`src/rtl/state_encode_scheduler_if.sv`:
```
// rtl/state_encode_scheduler_if.sv - controller/encoder-side signal bundle for the frame scheduler
interface state_encode_scheduler_if #(
  parameter int STATE_LENGTH = 7
);
  logic [STATE_LENGTH-1:0] state;
  logic                    forceReq;
  logic                    refreshEn;
  logic [STATE_LENGTH-1:0] encState;
  logic                    encEnable;
  logic                    busy;
  logic [1:0]              lastReason;
  logic [7:0]              frameCount;
  logic [7:0]              forceDropCount;

  modport master (
    output state, forceReq, refreshEn,
    input  encState, encEnable, busy, lastReason, frameCount, forceDropCount
  );

  modport slave (
    input  state, forceReq, refreshEn,
    output encState, encEnable, busy, lastReason, frameCount, forceDropCount
  );
endinterface

```
`src/rtl/state_encode_scheduler.sv`:
```
// rtl/state_encode_scheduler.sv - arbitrates force/change/refresh requests into encoder frames
module state_encode_scheduler #(
  parameter int STATE_LENGTH   = 7,
  parameter int FRAME_CYCLES   = 29,
  parameter int GAP_CYCLES     = 4,
  parameter int STABLE_CYCLES  = 3,
  parameter int REFRESH_PERIOD = 1000
) (
  input logic                    clk,
  input logic                    resetN,
  state_encode_scheduler_if.slave bus
);
  typedef enum logic [2:0] {IDLE, LOAD, PULSE, WAIT, GAP} fsm_t;

  localparam logic [15:0] FRAME_LAST  = 16'(FRAME_CYCLES - 1);
  localparam logic [15:0] GAP_LAST    = 16'(GAP_CYCLES - 1);
  localparam logic [15:0] PERIOD_LAST = 16'(REFRESH_PERIOD - 1);
  localparam logic [3:0]  STABLE_MAX  = 4'(STABLE_CYCLES);

  fsm_t                    fsm_q, fsm_d;
  logic [15:0]             cyc_q, cyc_d;
  logic                    start;
  logic [1:0]              reason_d;

  logic [STATE_LENGTH-1:0] prev_q, last_sent_q, enc_q;
  logic [3:0]              stable_q, stable_d;
  logic                    change_pending;
  logic                    force_pend_q, refresh_pend_q;
  logic [15:0]             timer_q;
  logic                    enable_q, busy_q;
  logic [1:0]              reason_q;
  logic [7:0]              frames_q, drops_q;

  // The count includes the sample taken on this edge, so a step seen at edge k
  // becomes eligible at edge k+STABLE_CYCLES.
  always_comb begin
    stable_d = stable_q;
    if (bus.state != prev_q)
      stable_d = '0;
    else if (stable_q != STABLE_MAX)
      stable_d = stable_q + 4'd1;
  end

  assign change_pending = (stable_d == STABLE_MAX) && (bus.state != last_sent_q);

  always_ff @(posedge clk or negedge resetN) begin
    if (!resetN) begin
      fsm_q <= IDLE;
      cyc_q <= '0;
    end else begin
      fsm_q <= fsm_d;
      cyc_q <= cyc_d;
    end
  end

  always_comb begin
    fsm_d    = fsm_q;
    cyc_d    = cyc_q;
    start    = 1'b0;
    reason_d = force_pend_q ? 2'b11 : (change_pending ? 2'b01 : 2'b10);
    case (fsm_q)
      IDLE: begin
        if (force_pend_q || change_pending || refresh_pend_q) begin
          fsm_d = LOAD;
          start = 1'b1;
        end
      end
      LOAD: begin
        fsm_d = PULSE;
        cyc_d = '0;
      end
      PULSE: begin
        if (cyc_q == 16'd1) begin
          fsm_d = WAIT;
          cyc_d = '0;
        end else begin
          cyc_d = cyc_q + 16'd1;
        end
      end
      WAIT: begin
        if (cyc_q == FRAME_LAST) begin
          fsm_d = GAP;
          cyc_d = '0;
        end else begin
          cyc_d = cyc_q + 16'd1;
        end
      end
      GAP: begin
        if (cyc_q == GAP_LAST) begin
          fsm_d = IDLE;
          cyc_d = '0;
        end else begin
          cyc_d = cyc_q + 16'd1;
        end
      end
      default: fsm_d = IDLE;
    endcase
  end

  always_ff @(posedge clk or negedge resetN) begin
    if (!resetN) begin
      prev_q         <= '0;
      stable_q       <= '0;
      last_sent_q    <= '0;
      enc_q          <= '0;
      force_pend_q   <= 1'b0;
      refresh_pend_q <= 1'b0;
      timer_q        <= '0;
      enable_q       <= 1'b0;
      busy_q         <= 1'b0;
      reason_q       <= '0;
      frames_q       <= '0;
      drops_q        <= '0;
    end else begin
      prev_q   <= bus.state;
      stable_q <= stable_d;
      busy_q   <= (fsm_d != IDLE);
      enable_q <= (fsm_d == PULSE);

      if (start) begin
        enc_q       <= bus.state;
        last_sent_q <= bus.state;
        reason_q    <= reason_d;
        frames_q    <= frames_q + 8'd1;
      end

      if (bus.forceReq && force_pend_q && (drops_q != 8'hFF))
        drops_q <= drops_q + 8'd1;

      // A force arriving on the LOAD edge survives for the next frame.
      if (start)
        force_pend_q <= bus.forceReq;
      else if (bus.forceReq)
        force_pend_q <= 1'b1;

      if (start) begin
        timer_q        <= '0;
        refresh_pend_q <= 1'b0;
      end else if (!bus.refreshEn) begin
        timer_q <= '0;
      end else if (timer_q != PERIOD_LAST) begin
        timer_q <= timer_q + 16'd1;
        if (timer_q + 16'd1 == PERIOD_LAST)
          refresh_pend_q <= 1'b1;
      end
    end
  end

  assign bus.encState       = enc_q;
  assign bus.encEnable      = enable_q;
  assign bus.busy           = busy_q;
  assign bus.lastReason     = reason_q;
  assign bus.frameCount     = frames_q;
  assign bus.forceDropCount = drops_q;
endmodule
```
`src/flat_wrapper.sv`:
```
// flat-port wrapper written by rule: the top's interface ports become plain ports
module state_encode_scheduler_flat 
#(
  parameter int STATE_LENGTH   = 7,
  parameter int FRAME_CYCLES   = 29,
  parameter int GAP_CYCLES     = 4,
  parameter int STABLE_CYCLES  = 3,
  parameter int REFRESH_PERIOD = 1000
)
  (clk, resetN, bus_state, bus_forceReq, bus_refreshEn, bus_encState, bus_encEnable, bus_busy, bus_lastReason, bus_frameCount, bus_forceDropCount);
  state_encode_scheduler_if #(.STATE_LENGTH(STATE_LENGTH)) bus_i ();
  input logic clk;
  input logic resetN;
  input wire logic [$bits(bus_i.state)-1:0] bus_state;
  input wire logic [$bits(bus_i.forceReq)-1:0] bus_forceReq;
  input wire logic [$bits(bus_i.refreshEn)-1:0] bus_refreshEn;
  output wire logic [$bits(bus_i.encState)-1:0] bus_encState;
  output wire logic [$bits(bus_i.encEnable)-1:0] bus_encEnable;
  output wire logic [$bits(bus_i.busy)-1:0] bus_busy;
  output wire logic [$bits(bus_i.lastReason)-1:0] bus_lastReason;
  output wire logic [$bits(bus_i.frameCount)-1:0] bus_frameCount;
  output wire logic [$bits(bus_i.forceDropCount)-1:0] bus_forceDropCount;
  assign bus_i.state = bus_state;
  assign bus_i.forceReq = bus_forceReq;
  assign bus_i.refreshEn = bus_refreshEn;
  assign bus_encState = bus_i.encState;
  assign bus_encEnable = bus_i.encEnable;
  assign bus_busy = bus_i.busy;
  assign bus_lastReason = bus_i.lastReason;
  assign bus_frameCount = bus_i.frameCount;
  assign bus_forceDropCount = bus_i.forceDropCount;
  state_encode_scheduler #(.STATE_LENGTH(STATE_LENGTH), .FRAME_CYCLES(FRAME_CYCLES), .GAP_CYCLES(GAP_CYCLES), .STABLE_CYCLES(STABLE_CYCLES), .REFRESH_PERIOD(REFRESH_PERIOD)) u_core (.clk(clk), .resetN(resetN), .bus(bus_i));
endmodule
```
`config.mk`:
```
export PLATFORM = sky130hd
export DESIGN_NAME = state_encode_scheduler_flat
export DESIGN_NICKNAME = d
export VERILOG_FILES = /design/src/rtl/state_encode_scheduler_if.sv /design/src/rtl/state_encode_scheduler.sv /design/src/flat_wrapper.sv
export SDC_FILE = /design/constraint.sdc
export NUM_CORES = 1
export LEC_CHECK = 0
export ABC_AREA = 0
export CAP_MARGIN = 0
export CORE_UTILIZATION = 25
export DETAILED_ROUTE_END_ITERATION = 7
export HOLD_SLACK_MARGIN = 0.03
export SLEW_MARGIN = 20
export SYNTH_ARGS = -nofsm -noshare
export SYNTH_HDL_FRONTEND = slang
export SYNTH_SLANG_ARGS = --single-unit
```
`constraint.sdc`:
```
create_clock -name clk -period 2.75 [get_ports clk]
set_input_delay 0.275 -clock clk [delete_from_list [all_inputs] [get_ports clk]]
set_output_delay 0.275 -clock clk [all_outputs]
set_load 0.02 [all_outputs]
```
---- Word level (Yosys, flattened, before mapping) ----
Cells that the tools add are included.
W data, S select, Z words.
word-level totals
  flip-flop bits (word level) ............. 75
  input port bits ......................... 11
  logic and storage cells ................. 71
  output and inout port bits .............. 27
cells by class
  add/sub/neg operators ................... 5
  multiplexer cells ....................... 24
  eq/ne operators ......................... 16
  reduce and logical (&&, ||, !) cells .... 13
operator list
  cell                     number
  $mux W16                 6
  $pmux W16 S4             1
  $add A16 B1 Y16 const B  2
  $add A8 B1 Y8 const B    2
  $eq A16 B1 Y1 const B    1
  $eq A16 B10 Y1 const B   1
  $eq A16 B2 Y1 const B    1
  $eq A16 B5 Y1 const B    1
  $ne A16 B10 Y1 const B   1
  $pmux W3 S5              1
  $ne A7 B7 Y1             2
  $mux W3                  4
  $eq A3 B2 Y1 const B     3
  $mux W1                  8
  $mux W4                  2
  $ne A8 B8 Y1 const B     1
  $reduce_bool A2 Y1       4
  $add A4 B1 Y4 const B    1
  $eq A4 B2 Y1 const B     1
  $mux W2                  2
  $ne A4 B2 Y1 const B     1
  $reduce_bool A4 Y1       1
  $eq A3 B1 Y1 const B     1
  $eq A3 B3 Y1 const B     1
  other kinds (6)          9

---- Longest topological paths before layout ----
  depth after elaboration ................. 11
  mapped depth ............................ 8
  gate-level depth less buffers ........... 8

---- Worst setup path after synthesis ----
OpenSTA, ideal clock, no wires.
  kind .................................... register -> register
  start ................................... register u_core.stable_q[0]
  end ..................................... register u_core.frames_q[1], in the netlist u_core.bus.frameCount[1]
  library setup time ...................... 125 ps
  setup slack ............................. 744 ps
  period minus slack after synthesis ...... 2,006 ps
  path buffers ............................ 1
  data arrival time ....................... 1,881 ps
  required time ........................... 2,625 ps
  cell stages (with the launch flop) ...... 8
  cells stage by stage .................... dfrtp_1 > ha_1 > nor3b_2 > mux2i_1 > nor3_2 > a31oi_2 > buf_2 > mux2_2
between the ends
  word-level cells in the longest chain between the ends .. 9
  elaborated cells between the ends (all ways) .. 10
  those cells by class .................... add/sub (1); eq/ne (2); mux (4); reduce/logical (3)
ends and longest elaborated chain
  what                                           line                                                        source
  start, declared                                state_encode_scheduler.sv:26                                logic [3:0] stable_q, stable_d;
  start signal, assigned                         state_encode_scheduler.sv:116                               stable_q <= stable_d;
  $add A4 B1 Y4 or $ne A4 B2 Y1 (tied branches)  state_encode_scheduler.sv:41, state_encode_scheduler.sv:40
  $mux W4 (*)                                    state_encode_scheduler.sv:40                                else if (stable_q != STABLE_MAX)
  $mux W4 (*)                                    state_encode_scheduler.sv:38                                if (bus.state != prev_q)
  $eq A4 B2 Y1 (*)                               state_encode_scheduler.sv:44                                assign change_pending = (stable_d == STABLE_MAX) && (bus.state != last_sent_q);
  $logic_and A1 B1 Y1 (*)                        state_encode_scheduler.sv:44
  $logic_or A1 B1 Y1 (*) (2 in series)           state_encode_scheduler.sv:63                                if (force_pend_q || change_pending || refresh_pend_q) begin
  $mux W1 (*)                                    state_encode_scheduler.sv:63
  $mux W1 (*)                                    state_encode_scheduler.sv:61                                case (fsm_q)
  end signal, assigned                           state_encode_scheduler.sv:124                               frames_q <= frames_q + 8'd1;
  end, declared                                  state_encode_scheduler.sv:32                                logic [7:0] frames_q, drops_q;
Mark *: on every way between the ends. The rest lies on a longest branch, timed or not.
A chain may end at the register's enable or synchronous reset.

---- Worst setup path after layout ----
  start ................................... register u_core.timer_q[0]
  end ..................................... register u_core.refresh_pend_q
between the ends
  word-level cells in the longest chain between the ends .. 4
  elaborated cells between the ends (all ways) .. 6
  those cells by class .................... add/sub (1); eq/ne (2); reduce/logical (3)
ends and longest elaborated chain
  what                             line                           source
  start, declared                  state_encode_scheduler.sv:29   logic [15:0] timer_q;
  start signal, assigned           state_encode_scheduler.sv:142  timer_q <= timer_q + 16'd1;
  $add A16 B1 Y16                  state_encode_scheduler.sv:143  if (timer_q + 16'd1 == PERIOD_LAST)
  $eq A16 B10 Y1                   state_encode_scheduler.sv:143
  $reduce_bool A2 Y1 (no line)     --
  $reduce_and A3 Y1 (no line) (*)  --
  end signal, assigned             state_encode_scheduler.sv:107  refresh_pend_q <= 1'b0;
  end signal, assigned             state_encode_scheduler.sv:138  refresh_pend_q <= 1'b0;
  end signal, assigned             state_encode_scheduler.sv:144  refresh_pend_q <= 1'b1;
  end, declared                    state_encode_scheduler.sv:28   logic force_pend_q, refresh_pend_q;
Marks and branches as above.

==> results.py <==
metrics = {
    "placement": {
        "hpwl_um": 5360,
        "gp_congestion": 0.805,
        "numPlacedInstances": 568,
        "port_buffers": 37,
    },
    "finish": {
        "area_growth_pct": 24.1,
        "final_common_cell": "dfrtp_1",
        "num_antenna_cells": 0,
        "drive_above_1_share_pct": 10.3,
        "nets": 414,
        "layout_common_cells": "75 x dfrtp_1, 44 x nor2_1, 36 x clkdlybuf4s50_1",
        "fin_cells": 584,
        "nFillCells": 1500,
    },
    "timing": {
        "slew-limit-headroom_pct": 37.3,
        "finalSetupTns_ns": 0,
        "rsz0062_at_grt": "false",
        "hold_violations": 0,
        "tightest_slew_ns": 0.941,
        "clock_skew_ns": 0.00548,
        "fmax_mhz": 445,
        "min_period_ns": 2.25,
        "period_share_pct": 81.7,
        "drv_slew": 0,
        "setup_viol": 0,
    },
    "grt": {
        "grt_pass1_wl_um": 13000,
        "antenna_found_initial": 0,
        "grt_overflow_total": 0,
        "grt_pass1_vias": 2609,
        "grt_max_degree": 76,
        "grtUsageTotal_pct": 10.5,
    },
    "pwr": {
        "finalPower_mw": 2.89,
        "peakVddDrop_uv": 486,
        "power_leakage_nw": 1.92,
        "p_per_area_nw_per_um2": 617,
    },
    "synth": {
        "synthesis.area_um2": 3770,
        "yosysWarnings": 0,
        "ys_async_sr_fraction_pct": 100,
        "synth_ff_type": "dfrtp_1",
        "synth_edf_count": 0,
        "ys_seq_elements": 75,
        "yosysUniqueCellTypes": 50,
        "synth_fp_nets": 372,
        "syn_avg_cell_area_um2": 10.7,
        "ys_seq_area_share_pct": 49.7,
        "synth_cells": 353,
    },
    "floorplanning": {
        "start_util_pct": 25.8,
        "die_y_um": 125,
        "core_um2": 14600,
        "row_count": 44,
        "io_pins": 38,
        "die_area_um2": 15600,
        "dieWidth_um": 125,
    },
    "routing": {
        "routed.top_layer": "met4",
        "route.met3.wl_um": 343,
        "post-route-drc-count": 4,
        "wl_per_cell_um": 13.1,
        "drt_iter0_markers": 165,
        "ant_nets": 0,
        "vias": 2694,
        "vias_per_cell": 4.61,
        "detail_route.wirelength_um": 7650,
        "wl_met2_um": 3620,
        "wl_met1_um": 3610,
        "dr.pass1.iters": 6,
    },
    "clock_tree": {
        "hold_buffers": 0,
        "h-tree-depth": 3,
        "clk_pin_slew_ns": 0.06,
        "numCtsBuffers": 9,
        "cts_tree": "yes",
        "cts_num_sinks": 75,
        "cts_root_buffer": "clkbuf_16",
        "postCtsSetupBuffers": 0,
        "max-clock-path-buffers": 2,
        "post_cts_resized": 0,
        "worst_skew_pair.late_latency_ns": 0.33,
    },
    "worst_setup_path": {
        "crit_buf_inv": 0,
        "worst_setup_path_end_kind": "flip-flop",
        "reg2reg_setup_slack_ns": 0.50,
        "crit_chain": "ha_1 > or4b_1 > a211oi_1 > a2bb2oi_1 > a41oi_1 > nor2b_1",
        "rr_worst_depth": 6,
        "critPathKind": "flip-flop to flip-flop",
        "r2r_start": "u_core.timer_q[0]",
        "cp_max_fo": 10,
        "cp.required_ns": 3.01,
        "max_stage_delay_ns": 0.55,
        "critical_path.slowest_cell": "or4b_1",
        "crit_family": "compound AO/OA/AOI/OAI gates",
        "critical_path.startpoint_type": "flip-flop",
        "rr_endpoint": "u_core.refresh_pend_q",
        "cp.depth": 6,
        "arrival_ns": 2.51,
    },
    "flow_run": {
        "drv_cap": 0,
    },
    "status": {
        "violations": "design-rule violations",
        "status": "finished with violations",
    },
    "min_path": {
        "hp-class": "primary input to async pin",
    },
}
area by class of cell:
class | count | area (µm²) | share of cell area [%]
clock buffer | 11 | 253 | 5.40
clock inverter | 5 | 82.6 | 1.76
inverter | 7 | 26.3 | 0.561
multi-input combinational | 262 | 1830 | 39.0
sequential | 75 | 1880 | 40.1
tap | 184 | 230 | 4.91
timing repair buffer | 40 | 390 | 8.33
synth_stat cells (2+ instances only):
cell type / n / share of area [%]
nand2b_1: 5 / 0.83
nor2_1: 44 / 4.4
a21o_1: 2 / 0.40
mux2_2: 9 / 2.7
nor4b_1: 2 / 0.46
inv_1: 7 / 0.70
a31oi_2: 2 / 0.66
xnor2_1: 30 / 7.0
clkbuf_1: 4 / 0.40
and3_1: 8 / 1.3
and2_1: 2 / 0.33
o211ai_1: 2 / 0.40
or4b_1: 2 / 0.53
a31oi_1: 2 / 0.33
mux2i_1: 3 / 0.80
o21ai_0: 4 / 0.53
ha_1: 8 / 2.7
nor3_2: 2 / 0.53
nand3b_1: 2 / 0.40
a211oi_1: 4 / 0.80
nor4_1: 5 / 0.83
buf_2: 4 / 0.53
a21oi_1: 7 / 0.93
nand2_1: 18 / 1.8
nor2b_1: 3 / 0.50
nand3_1: 14 / 1.9
o21a_1: 2 / 0.40
xor2_1: 29 / 6.7
and4_1: 2 / 0.46
o22ai_1: 2 / 0.33
nand4b_1: 4 / 0.93
nor3_1: 8 / 1.1
nor3b_2: 3 / 0.99
dfrtp_1: 75 / 50
nand4_1: 18 / 3.0
how the worst max path moves through the flow:
| stage | startpoint | end |
|---|---|---|
| CTS | u_core.timer_q[0] | u_core.refresh_pend_q |
| detailed placement | bus_state[3] | u_core.timer_q[1] |
| global route | u_core.timer_q[0] | u_core.refresh_pend_q |
| finish | u_core.timer_q[0] | u_core.refresh_pend_q |
| floorplan | u_core.stable_q[0] | u_core.bus.frameCount[1] |
| global placement | bus_state[3] | u_core.last_sent_q[3] |
registers in the layout (all words and copies together), names as in the netlist:
signal and count:
u_core.cyc_q 16, u_core.timer_q 16, u_core.bus.forceDropCount 8, u_core.bus.frameCount 8
u_core.last_sent_q 7, u_core.prev_q 7, u_core.stable_q 4, u_core.fsm_q 3
u_core.bus.lastReason 2, u_core.bus.busy 1, u_core.bus.encEnable 1, u_core.force_pend_q 1
u_core.refresh_pend_q 1
stage by stage:
| stage | util, % | setup slack, ns | hold slack [ns] | instance area, µm² |
|---|---|---|---|---|
| 2_1_floorplan | - | 0.744 | -0.0206 | 3770 |
| 3_3_place_gp | 29.7 | 0.429 | 0.460 | 4350 |
| 3_5_place_dp | 29.7 | 0.355 | 0.464 | 4350 |
| 4_1_cts | 32.0 | 0.530 | 0.131 | 4680 |
| 5_1_grt | 32.0 | 0.343 | 0.167 | 4680 |
| 6_report | 32.0 | 0.502 | 0.0607 | 4680 |
cell families after synthesis:
group	synth area share [%]
fa+ha+maj	2.65
simple gates	22.0
buf+inv	1.92
compound gates	6.56
mux	3.48
flops	49.7
xor+xnor	13.7
where the power goes:
part	switching [mW]	leakage (nW)	total, mW	internal, mW
sequential	0.0787	0.955	1.24	1.17
combinational	0.176	0.800	0.347	0.171
clock	0.453	0.167	1.30	0.848
total	0.708	1.92	2.89	2.18
layer usage:
layer	up-vias	GRT usage, %
met2	49	15.9
met1	1314	13.5
met4	0	3.80
met3	6	3.95
li1	1325	-
met5	-	0
Note: power is estimated with default switching activity, not from simulation.
